`src/rtl/ccu_ctrl_pkg.sv`:
```
// Shared CCU control types: consumer unit ids, default CD beat layout and line/beat helper.
package ccu_ctrl_pkg;

  // Consumer unit ids; the router carries them in a UserW-wide field.
  typedef enum logic [0:0] {
    MEMORY_UNIT = 1'b0,
    SNOOP_UNIT  = 1'b1
  } cd_user_e;

  typedef struct packed {
    logic [63:0] data;
    logic        last;
  } cd_beat_t;

  function automatic int unsigned beats_per_line(input int unsigned line_w,
                                                 input int unsigned data_w);
    return line_w / data_w;
  endfunction

endpackage

```
`src/rtl/ccu_cd_beat_counter.sv`:
```
// Per-master CD beat counter for the head ownership entry.
// CCU_CD_ROUTER_LAST_CHECK_EN adds a .last consistency check on every handshake.
module ccu_cd_beat_counter #(
  parameter int unsigned  BeatsPerLine = 2,
  localparam int unsigned CntW         = $clog2(BeatsPerLine + 1)
) (
  input  logic            clk_i,
  input  logic            rst_ni,
  input  logic            hs_i,
  input  logic            clear_i,
  input  logic            mask_i,
`ifdef CCU_CD_ROUTER_LAST_CHECK_EN
  input  logic            last_i,
  output logic            err_o,
`endif
  output logic [CntW-1:0] cnt_o,
  output logic            complete_o
);

  logic [CntW-1:0] cnt_d, cnt_q;
  logic            final_beat;

  assign final_beat = (cnt_q == CntW'(BeatsPerLine - 1));

  // A retire clears the counter even if the final beat lands in that same cycle.
  always_comb begin
    cnt_d = cnt_q;
    if (clear_i) begin
      cnt_d = '0;
    end else if (hs_i && (cnt_q != CntW'(BeatsPerLine))) begin
      cnt_d = cnt_q + 1'b1;
    end
  end

  always_ff @(posedge clk_i or negedge rst_ni) begin
    if (!rst_ni) cnt_q <= '0;
    else         cnt_q <= cnt_d;
  end

  assign cnt_o      = cnt_q;
  assign complete_o = !mask_i || (cnt_q == CntW'(BeatsPerLine)) || (hs_i && final_beat);

`ifdef CCU_CD_ROUTER_LAST_CHECK_EN
  assign err_o = hs_i && (last_i != final_beat);
`endif

endmodule

```
`src/rtl/fifo_v3.sv`:
```
// Small synchronous FIFO with optional fall-through; usage_o wraps to 0 when a power-of-2 FIFO is full.
module fifo_v3 #(
  parameter bit          FALL_THROUGH = 1'b0,
  parameter int unsigned DEPTH        = 4,
  parameter type         dtype        = logic,
  localparam int unsigned AddrW       = (DEPTH > 1) ? $clog2(DEPTH) : 1,
  localparam int unsigned CntW        = AddrW + 1
) (
  input  logic             clk_i,
  input  logic             rst_ni,
  input  logic             flush_i,
  output logic             full_o,
  output logic             empty_o,
  output logic [AddrW-1:0] usage_o,
  input  dtype             data_i,
  input  logic             push_i,
  output dtype             data_o,
  input  logic             pop_i
);

  dtype             mem_q [DEPTH];
  logic [AddrW-1:0] wr_q, rd_q;
  logic [CntW-1:0]  cnt_q;
  logic             do_push, do_pop, bypass;

  assign bypass  = FALL_THROUGH && (cnt_q == '0);
  assign full_o  = (cnt_q == CntW'(DEPTH));
  assign empty_o = (cnt_q == '0) && !(bypass && push_i);
  assign usage_o = cnt_q[AddrW-1:0];
  assign do_push = push_i && !full_o && !(bypass && pop_i);
  assign do_pop  = pop_i && (cnt_q != '0);
  assign data_o  = bypass ? data_i : mem_q[rd_q];

  always_ff @(posedge clk_i or negedge rst_ni) begin
    if (!rst_ni) begin
      wr_q  <= '0;
      rd_q  <= '0;
      cnt_q <= '0;
    end else if (flush_i) begin
      wr_q  <= '0;
      rd_q  <= '0;
      cnt_q <= '0;
    end else begin
      if (do_push) wr_q <= (wr_q == AddrW'(DEPTH - 1)) ? '0 : wr_q + 1'b1;
      if (do_pop)  rd_q <= (rd_q == AddrW'(DEPTH - 1)) ? '0 : rd_q + 1'b1;
      unique case ({do_push, do_pop})
        2'b10:   cnt_q <= cnt_q + 1'b1;
        2'b01:   cnt_q <= cnt_q - 1'b1;
        default: ;
      endcase
    end
  end

  // Storage holds data only, so it needs no reset.
  always_ff @(posedge clk_i) begin
    if (do_push) mem_q[wr_q] <= data_i;
  end

endmodule

```
`src/rtl/ccu_cd_router.sv`:
```
// Routes snoop CD beats from cached masters to the CCU unit owning the head ordering entry.
// Optional CCU_CD_ROUTER_LAST_CHECK_EN enables the sticky .last mismatch flag on err_o.
module ccu_cd_router import ccu_ctrl_pkg::*; #(
  parameter int unsigned  NoMstPorts      = 4,
  parameter int unsigned  NoUsers         = 2,
  parameter int unsigned  FifoDepth       = 4,
  parameter int unsigned  DcacheLineWidth = 128,
  parameter int unsigned  AxiDataWidth    = 64,
  parameter type          snoop_cd_t      = cd_beat_t,
  localparam int unsigned UserW           = (NoUsers > 1) ? $clog2(NoUsers) : 1,
  localparam int unsigned UsageW          = $clog2(FifoDepth) + 1
) (
  input  logic                               clk_i,
  input  logic                               rst_ni,
  input  logic                               push_valid_i,
  output logic                               push_ready_o,
  input  logic [UserW-1:0]                   push_user_i,
  input  logic [NoMstPorts-1:0]              push_mask_i,
  input  snoop_cd_t [NoMstPorts-1:0]         cd_i,
  input  logic [NoMstPorts-1:0]              cd_valid_i,
  output logic [NoMstPorts-1:0]              cd_ready_o,
  output snoop_cd_t [NoMstPorts-1:0]         usr_cd_o,
  output logic [NoUsers-1:0][NoMstPorts-1:0] usr_cd_valid_o,
  input  logic [NoUsers-1:0][NoMstPorts-1:0] usr_cd_ready_i,
  output logic [NoUsers-1:0]                 busy_o,
  output logic                               done_o,
  output logic [UserW-1:0]                   done_user_o,
  output logic                               full_o,
  output logic [UsageW-1:0]                  usage_o,
  output logic                               err_o
);

  localparam int unsigned BeatsPerLine = beats_per_line(DcacheLineWidth, AxiDataWidth);
  localparam int unsigned CntW         = $clog2(BeatsPerLine + 1);
  localparam int unsigned AddrW        = (FifoDepth > 1) ? $clog2(FifoDepth) : 1;

  typedef struct packed {
    logic [UserW-1:0]      user;
    logic [NoMstPorts-1:0] mask;
  } entry_t;

  entry_t                           push_entry, head;
  logic                             empty, head_vld, retire;
  logic [AddrW-1:0]                 fifo_usage;
  logic [NoMstPorts-1:0]            open, hs, complete;
  logic [NoMstPorts-1:0][CntW-1:0]  cnt;

  assign push_entry   = '{user: push_user_i, mask: push_mask_i};
  assign push_ready_o = !full_o;
  assign head_vld     = !empty;
  assign retire       = head_vld && (&complete);
  assign done_o       = retire;
  assign done_user_o  = retire ? head.user : '0;
  assign usage_o      = UsageW'({full_o, fifo_usage});
  assign usr_cd_o     = cd_i;

  fifo_v3 #(
    .FALL_THROUGH (1'b0),
    .DEPTH        (FifoDepth),
    .dtype        (entry_t)
  ) i_order_fifo (
    .clk_i   (clk_i),
    .rst_ni  (rst_ni),
    .flush_i (1'b0),
    .full_o  (full_o),
    .empty_o (empty),
    .usage_o (fifo_usage),
    .data_i  (push_entry),
    .push_i  (push_valid_i && push_ready_o),
    .data_o  (head),
    .pop_i   (retire)
  );

  // A master stays open only until its line for the head entry is complete.
  always_comb begin
    open = '0;
    for (int unsigned m = 0; m < NoMstPorts; m++) begin
      open[m] = head_vld && head.mask[m] && (cnt[m] < CntW'(BeatsPerLine));
    end
  end

  always_comb begin
    cd_ready_o     = '0;
    usr_cd_valid_o = '0;
    busy_o         = '0;
    for (int unsigned u = 0; u < NoUsers; u++) begin
      if (head_vld && (head.user == UserW'(u))) begin
        busy_o[u]         = 1'b1;
        usr_cd_valid_o[u] = cd_valid_i & open;
        cd_ready_o        = usr_cd_ready_i[u] & open;
      end
    end
  end

  assign hs = cd_valid_i & cd_ready_o;

`ifdef CCU_CD_ROUTER_LAST_CHECK_EN
  logic [NoMstPorts-1:0] err_vec;
  logic                  err_d, err_q;

  assign err_d = err_q | (|err_vec);
  assign err_o = err_q;

  always_ff @(posedge clk_i or negedge rst_ni) begin
    if (!rst_ni) err_q <= 1'b0;
    else         err_q <= err_d;
  end
`else
  assign err_o = 1'b0;
`endif

  for (genvar m = 0; m < NoMstPorts; m++) begin : gen_beat_cnt
    ccu_cd_beat_counter #(
      .BeatsPerLine (BeatsPerLine)
    ) i_beat_cnt (
      .clk_i      (clk_i),
      .rst_ni     (rst_ni),
      .hs_i       (hs[m]),
      .clear_i    (retire),
      .mask_i     (head.mask[m]),
`ifdef CCU_CD_ROUTER_LAST_CHECK_EN
      .last_i     (cd_i[m].last),
      .err_o      (err_vec[m]),
`endif
      .cnt_o      (cnt[m]),
      .complete_o (complete[m])
    );
  end

endmodule
```
`config.mk`:
```
export PLATFORM = sky130hd
export DESIGN_NAME = ccu_cd_router
export DESIGN_NICKNAME = d
export VERILOG_FILES = /design/src/rtl/ccu_ctrl_pkg.sv /design/src/rtl/ccu_cd_beat_counter.sv /design/src/rtl/fifo_v3.sv /design/src/rtl/ccu_cd_router.sv
export SDC_FILE = /design/constraint.sdc
export NUM_CORES = 1
export LEC_CHECK = 0
export ABC_AREA = 1
export CAP_MARGIN = 25
export CORE_AREA = 2 2 222 224
export CTS_CLUSTER_SIZE = 40
export DETAILED_ROUTE_END_ITERATION = 7
export DIE_AREA = 0 0 224 226
export GPL_TIMING_DRIVEN = 0
export PLACE_DENSITY = 0.35
export REMOVE_ABC_BUFFERS = 1
export SLEW_MARGIN = 5
export SYNTH_ARGS = -nofsm -noshare
export SYNTH_HDL_FRONTEND = slang
export SYNTH_SLANG_ARGS = --single-unit
```
`constraint.sdc`:
```
create_clock -name clk_i -period 2.8 [get_ports clk_i]
set_input_delay 0.28 -clock clk_i [delete_from_list [all_inputs] [get_ports clk_i]]
set_output_delay 0.28 -clock clk_i [all_outputs]
set_load 0.05 [all_outputs]
```
**Word-level counts from Yosys, hierarchy flattened**

Memory sizes are Yosys's and may differ from the RTL's.
Index checks and enable logic that the tools add are counted.

- Add/sub/neg operators: 8
- $lt $le $gt $ge: 4
- Eq/ne operators: 17
- Multiplexer cells: 20
- Bitwise operators: 5
- Reduce and logical (&&, ||, !) cells: 44

Operator list:

| cell | number |
|---|---|
| 1-bit logical AND | 22 |
| 2-bit 2-to-1 mux | 10 |
| 4-bit bitwise AND | 4 |
| 4-bit 2-to-1 mux | 4 |
| 2-bit == test (second input constant) | 7 |
| 2-bit by 1-bit adder with 2-bit output (second input constant) | 6 |
| 2-bit by 1-bit == test with 1-bit output (second input constant) | 5 |
| 2-bit nonzero test | 5 |
| 1-bit logical OR | 8 |
| 2-bit less-than comparator (second input constant) | 4 |
| 2-bit inequality test (second input constant) | 4 |
| 1-bit logical NOT | 6 |
| 3-bit one-hot mux with 2 select lines | 1 |
| 1-bit 2-to-1 mux | 5 |
| 4-bit AND reduction | 1 |
| 3-bit by 1-bit adder with 3-bit output (second input constant) | 1 |
| 3-bit == test (second input constant) | 1 |
| 3-bit logical NOT | 1 |
| 3-bit nonzero test | 1 |
| 3-bit by 1-bit subtractor with 3-bit output (second input constant) | 1 |
| 1-bit NOT | 1 |

- Bits in registers: 15
- RAM bits: 20
- Output and inout port bits: 282
- Word-level logic and storage cells: 106
- Memories: 1

Memories:

| name | words | width | read ports | clocked after Yosys merged registers in | wr ports | line | text |
|---|---|---|---|---|---|---|---|
| i_order_fifo.mem_q | 4 | 5 | 1 | 0 | 1 | fifo_v3.sv:21 | `dtype mem_q [DEPTH];` |

**Logic depth before layout (Yosys ltp)**

- Depth after elaboration: 15
- Gate-level depth with buffers: 16
- Gate-level depth less buffers: 15

**Modules after synthesis**

A second synthesis with hierarchy kept.

- Cells, all modules: 519
- Area, all modules: 4,112.7 µm²

Modules (own cells, without submodules):

| module | times used | cells an instance | area each (µm²) | seq. area each (µm²) |
|---|---|---|---|---|
| ccu_cd_router | 1 | 320 | 2,250.9 | 0.0 |
| fifo_v3 | 1 | 119 | 1,286.2 | 775.7 |
| ccu_cd_beat_counter | 4 | 20 | 143.9 | 50.0 |

**Worst setup path before layout**

No wires, ideal clock.

- Kind: reg-to-reg
- From: reg i_order_fifo.rd_q[0]
- To: reg i_order_fifo.cnt_q[1]
- Setup time: 0.125 ns
- Arrival time: 2.437 ns
- Data required time: 2.675 ns
- Path slack: 0.239 ns
- Cell stages (with the launch flop): 15
- Period minus slack after synthesis: 2.561 ns
- Path through: dfrtp_1 inv_2 nand2_2 nand3_2 nand2_4 buf_12 nand3_2 nand2_2 nand3_2 nand2_2 nand2_4 nor2_8 ha_1 fa_1 mux2_2

- Cells in the longest elaborated chain, start to end: 14

Ends and longest elaborated chain:

| item | line | text |
|---|---|---|
| start, declared | fifo_v3.sv:22 | `logic [AddrW-1:0] wr_q, rd_q;` |
| start signal, assigned | fifo_v3.sv:45 | `if (do_pop) rd_q <= (rd_q == AddrW'(DEPTH - 1)) ? '0 : rd_q + 1'b1;` |
| memory 4 x 5 bit * | n/a |  |
| 1-bit logical AND (2 in series) | ccu_cd_router.sv:78 | `open[m] = head_vld && head.mask[m] && (cnt[m] < CntW'(BeatsPerLine));` |
| 4-bit bitwise AND | ccu_cd_router.sv:90 | `cd_ready_o = usr_cd_ready_i[u] & open;` |
| 4-bit 2-to-1 mux (2 in series) | ccu_cd_router.sv:87 | `if (head_vld && (head.user == UserW'(u))) begin` |
| 4-bit bitwise AND | ccu_cd_router.sv:95 | `assign hs = cd_valid_i & cd_ready_o;` |
| 1-bit logical AND | ccu_cd_beat_counter.sv:41 | `assign complete_o = !mask_i \|\| (cnt_q == CntW'(BeatsPerLine)) \|\| (hs_i && final_beat);` |
| 1-bit logical OR | ccu_cd_beat_counter.sv:41 |  |
| 4-bit AND reduction * | ccu_cd_router.sv:51 | `assign retire = head_vld && (&complete);` |
| 1-bit logical AND * | ccu_cd_router.sv:51 |  |
| net done_o | ccu_cd_router.sv:26 | `output logic done_o,` |
| 1-bit logical AND * | fifo_v3.sv:31 | `assign do_pop = pop_i && (cnt_q != '0);` |
| 2-bit by 1-bit == test with 1-bit output or 2-bit == test (tied branches) | fifo_v3.sv:46 | `unique case ({do_push, do_pop})` |
| 3-bit one-hot mux with 2 select lines or 2-bit nonzero test (tied branches) | n/a |  |
| end signal, assigned | fifo_v3.sv:47 | `2'b10: cnt_q <= cnt_q + 1'b1;` |
| end signal, assigned | fifo_v3.sv:48 | `2'b01: cnt_q <= cnt_q - 1'b1;` |
| end, declared | fifo_v3.sv:23 | `logic [CntW-1:0] cnt_q;` |

The timed path passes the listed nets; every way through them passes the cells marked *.
A chain may end at the register's enable or synchronous reset.

**Worst setup path in the final report**

- From: reg i_order_fifo.rd_q[0]
- To: out cd_ready_o[0]

- Cells in the longest elaborated chain, start to end: 6

Ends and longest elaborated chain:

| item | line | text |
|---|---|---|
| memory 4 x 5 bit * | n/a |  |
| 1-bit logical AND (2 in series) | ccu_cd_router.sv:78 |  |
| 4-bit bitwise AND | ccu_cd_router.sv:90 |  |
| 4-bit 2-to-1 mux | ccu_cd_router.sv:87 |  |
| 4-bit 2-to-1 mux * | ccu_cd_router.sv:87 |  |
| end, declared | ccu_cd_router.sv:21 | `output logic [NoMstPorts-1:0] cd_ready_o,` |

Mark *: on every way between the ends. The rest lies on a longest branch, timed or not.

==> flow_metrics.env <==
export IMPL_end_kind="output pin"
export IMPL_row_count=81
export IMPL_fp_dieH_um=226
export IMPL_pin_count=562
export IMPL_drc=0
export IMPL_dpl_hpwl_um=77600
export IMPL_drt_wl_total_um=79400
export IMPL_finalPower_uw=4040
export IMPL_comb_power_share_pct=65.2
export IMPL_startpoint_type="flip-flop"
export IMPL_num_nets_final=571
export IMPL_synth_area_sq_um=4100
export IMPL_htreeDepth=2
export IMPL_finalCritPeriodShare_pct=96.1
export IMPL_root_buffer="clkbuf_16"
export IMPL_pwr_density_cell_nw_per_um2=1130
export IMPL_cp_cell_sequence="buf_12, nand2_2, nand3_4, nand2_8, buf_4, nand2_4, a21boi_1, clkdlybuf4s50_1"
export IMPL_drv_cap=0
export IMPL_fin_worst_skew_ns=0.00926
export IMPL_core_sq_um=48300
export IMPL_fin_cells=899
export IMPL_grt_overflow=0
export IMPL_switching_power_uw=2090
export IMPL_syn_area_per_cell_sq_um=8.47
export IMPL_drive_gt1_share_pct=27.1
export IMPL_grt_usage_pct=30.7
export IMPL_final_common_cell="nand2_1"
export IMPL_period_needed_ns=2.69
export IMPL_dp_cells=880
export IMPL_slew_headroom_pct=40.2
export IMPL_fmax_mhz=372
export IMPL_internal_power_uw=1950
export IMPL_critPathSlowestCell="clkdlybuf4s50_1"
export IMPL_clkSinkCount=35
export IMPL_ctsLongestPathBuffers=2
export IMPL_dieArea_sq_um=50600
export IMPL_port_buffers=40
export IMPL_yosys_register_bits=35
export IMPL_p_leak_uw=0.00135
export IMPL_syn_inst=484
export IMPL_antenna_left=0
export IMPL_grt_max_degree=16
export IMPL_firstDrtPassIters=4
export IMPL_hp_class="in2async"
export IMPL_setup_violations=0
export IMPL_antenna_cells=0
export IMPL_outcome="completed"
export IMPL_ir_drop_mv=0.493
export IMPL_cts_tree="built"
export IMPL_fillers=5593
export IMPL_first_global_vias=2363
export IMPL_antenna_found_initial=1
export IMPL_clock_latency_ns=0.28
export IMPL_seq_area_frac_synth_pct=23.8
export IMPL_seqPwrFrac_pct=21.2
export IMPL_finalMaxSlewViolations=0
export IMPL_areaGrowthSynthToFinish_pct=-12.7
export IMPL_holdBufCountCts=0
export IMPL_rsz0062_at_grt="no"
export IMPL_drtIter0Drc=312
export IMPL_gp_congestion=1.34
export IMPL_clkTransAtPathRegs_ns=0.06
export IMPL_switching_share_pct=51.8
export IMPL_cpPeakStageDelay_ns=0.82
export IMPL_numCtsBuffers=5
export IMPL_critPathMaxFanout=7
export IMPL_holdWs_ns=0.496
export IMPL_required_ns=2.52
export IMPL_vias=2774
export IMPL_yosysWarningCount=0
export IMPL_cp_arrival_ns=2.41
export IMPL_setup_tns_ns=0
export IMPL_post_drt_wl_per_cell_um=88.3
export IMPL_die_x_um=224
export IMPL_grt_first_pass_wirelength_um=85000
export IMPL_worst_pin_slew_ns=0.893
export IMPL_path_class="reg2out"
export IMPL_pwr_share_clk_pct=13.6
export IMPL_layout_common_cells="nand2_1 (34), clkdlybuf4s50_1 (31), inv_1 (24)"
export IMPL_hold_viol=0
export IMPL_vias_per_cell=3.09
export IMPL_initial_core_util_pct=8.48
export IMPL_ys_types=32
==> sequential cells by signal, summed over array words and instances (netlist names) <==
name	flops
i_order_fifo.rd_q	2
i_order_fifo.wr_q	2
i_order_fifo.mem_q	20
i_order_fifo.cnt_q	3
gen_beat_cnt.i_beat_cnt.cnt_o	8
==> critical path: cells and delay by family (launching register included) <==
kind | cells | cell delay (ns)
buffers and inverters | 3 | 1.12
flip-flops | 1 | 0.48
AND/OR/NAND/NOR | 4 | 0.38
AO/OA/AOI/OAI | 1 | 0.15
==> final timing paths <==
path | from | to | slack, ns | cells past startpoint
min in group clk_i | i_order_fifo.cnt_q[0] | i_order_fifo.cnt_q[0] | 0.56 | 1
worst min register to register | i_order_fifo.cnt_q[0] | i_order_fifo.cnt_q[0] | 0.56 | 1
worst max register to register | i_order_fifo.rd_q[0] | i_order_fifo.cnt_q[1] | 0.15 | 14
worst max-delay path | i_order_fifo.rd_q[0] | cd_ready_o[0] | 0.11 | 8
worst min-delay path | rst_ni | gen_beat_cnt[0].i_beat_cnt.cnt_o[1] | 0.50 | 1
max in group asynchronous | rst_ni | i_order_fifo.rd_q[0] | 1.69 | 1
==> repair_timing <==
item	CTS	global route
setup buffers	9	2
setup endpoints to repair	19	12
resized for setup	25	14
pin swaps	4	6
==> final cells by class <==
cell class,instances,area [sq um],share of cell area [%]
Clock buffer,6,129,3.60
Clock inverter,2,12.5,0.350
Sequential cell,35,978,27.3
Inverter,33,129,3.60
Timing Repair Buffer,51,508,14.2
Multi-Input combinational cell,150,1040,29.2
Tap cell,622,778,21.7
==> cell families (layout without fill, tap and decap cells) <==
logic type                 count (synthesis)  count (layout)  synth area share (%)
other                                      1               1                0.0915
DFF                                       35              35                  23.8
muxes                                      1               1                 0.275
AOI/OAI and AO/OA                         10              10                  1.34
buffers and inverters                    299              92                  52.0
adders and majority gates                 15              15                  4.76
xor gates and xnor gates                   6               6                  1.28
and+or+nand+nor                          117             117                  16.4
==> cell usage after synthesis <==
library cell / instances / area [sq um]
xor2_1: 5 / 43.8
nand3_2: 4 / 40.0
ha_1: 14 / 175
nand2_2: 9 / 56.3
nand3b_1: 2 / 15.0
edfxtp_1: 20 / 601
nand3_4: 2 / 35.0
buf_12: 1 / 20.0
nor3_2: 2 / 20.0
inv_1: 24 / 90.1
nor2_2: 8 / 50.1
conb_1: 1 / 3.75
nor3b_1: 3 / 22.5
mux2_2: 1 / 11.3
fa_1: 1 / 20.0
o31ai_1: 1 / 7.51
nand3_1: 15 / 75.1
nor2_8: 1 / 20.0
xnor2_1: 1 / 8.76
o21ai_1: 3 / 15.0
nor2_4: 1 / 11.3
o21ai_0: 3 / 15.0
buf_4: 265 / 1990
nand2_1: 39 / 146
a21oi_1: 2 / 10.0
nor3_4: 1 / 16.3
inv_2: 9 / 33.8
nor2_1: 21 / 78.8
dfrtp_1: 15 / 375
nand2_4: 6 / 67.6
a21boi_1: 1 / 7.51
nand4_1: 3 / 18.8
==> power by group through the flow <==
stage	registers [uW]	clock network, uW	logic [uW]
5_1_grt	883	583	2850
6_report	858	550	2640
2_1_floorplan	887	0	1670
4_1_cts	855	557	2620
3_3_place_gp	873	0	2410
3_5_place_dp	872	0	2410
==> stage by stage <==
stage	instance area, sq um	setup slack, ns	util, %
finish	3580	0.110	7.40
global route	3580	0.00252	7.40
CTS	3530	0.00676	7.30
detailed placement	3270	-0.824	6.76
global placement	3270	-0.883	6.76
floorplan	2090	-0.129	-
==> per-layer routing <==
layer	track usage, %	vias to the layer above	share of wire (%)
met4	22.8	24	9.4
met5	12.9	-	0.89
met3	47.1	116	32
met2	55.9	768	51
li1	-	815	-
met1	5.17	1051	6.9
No activity file was read; power rests on OpenSTA's default activity.
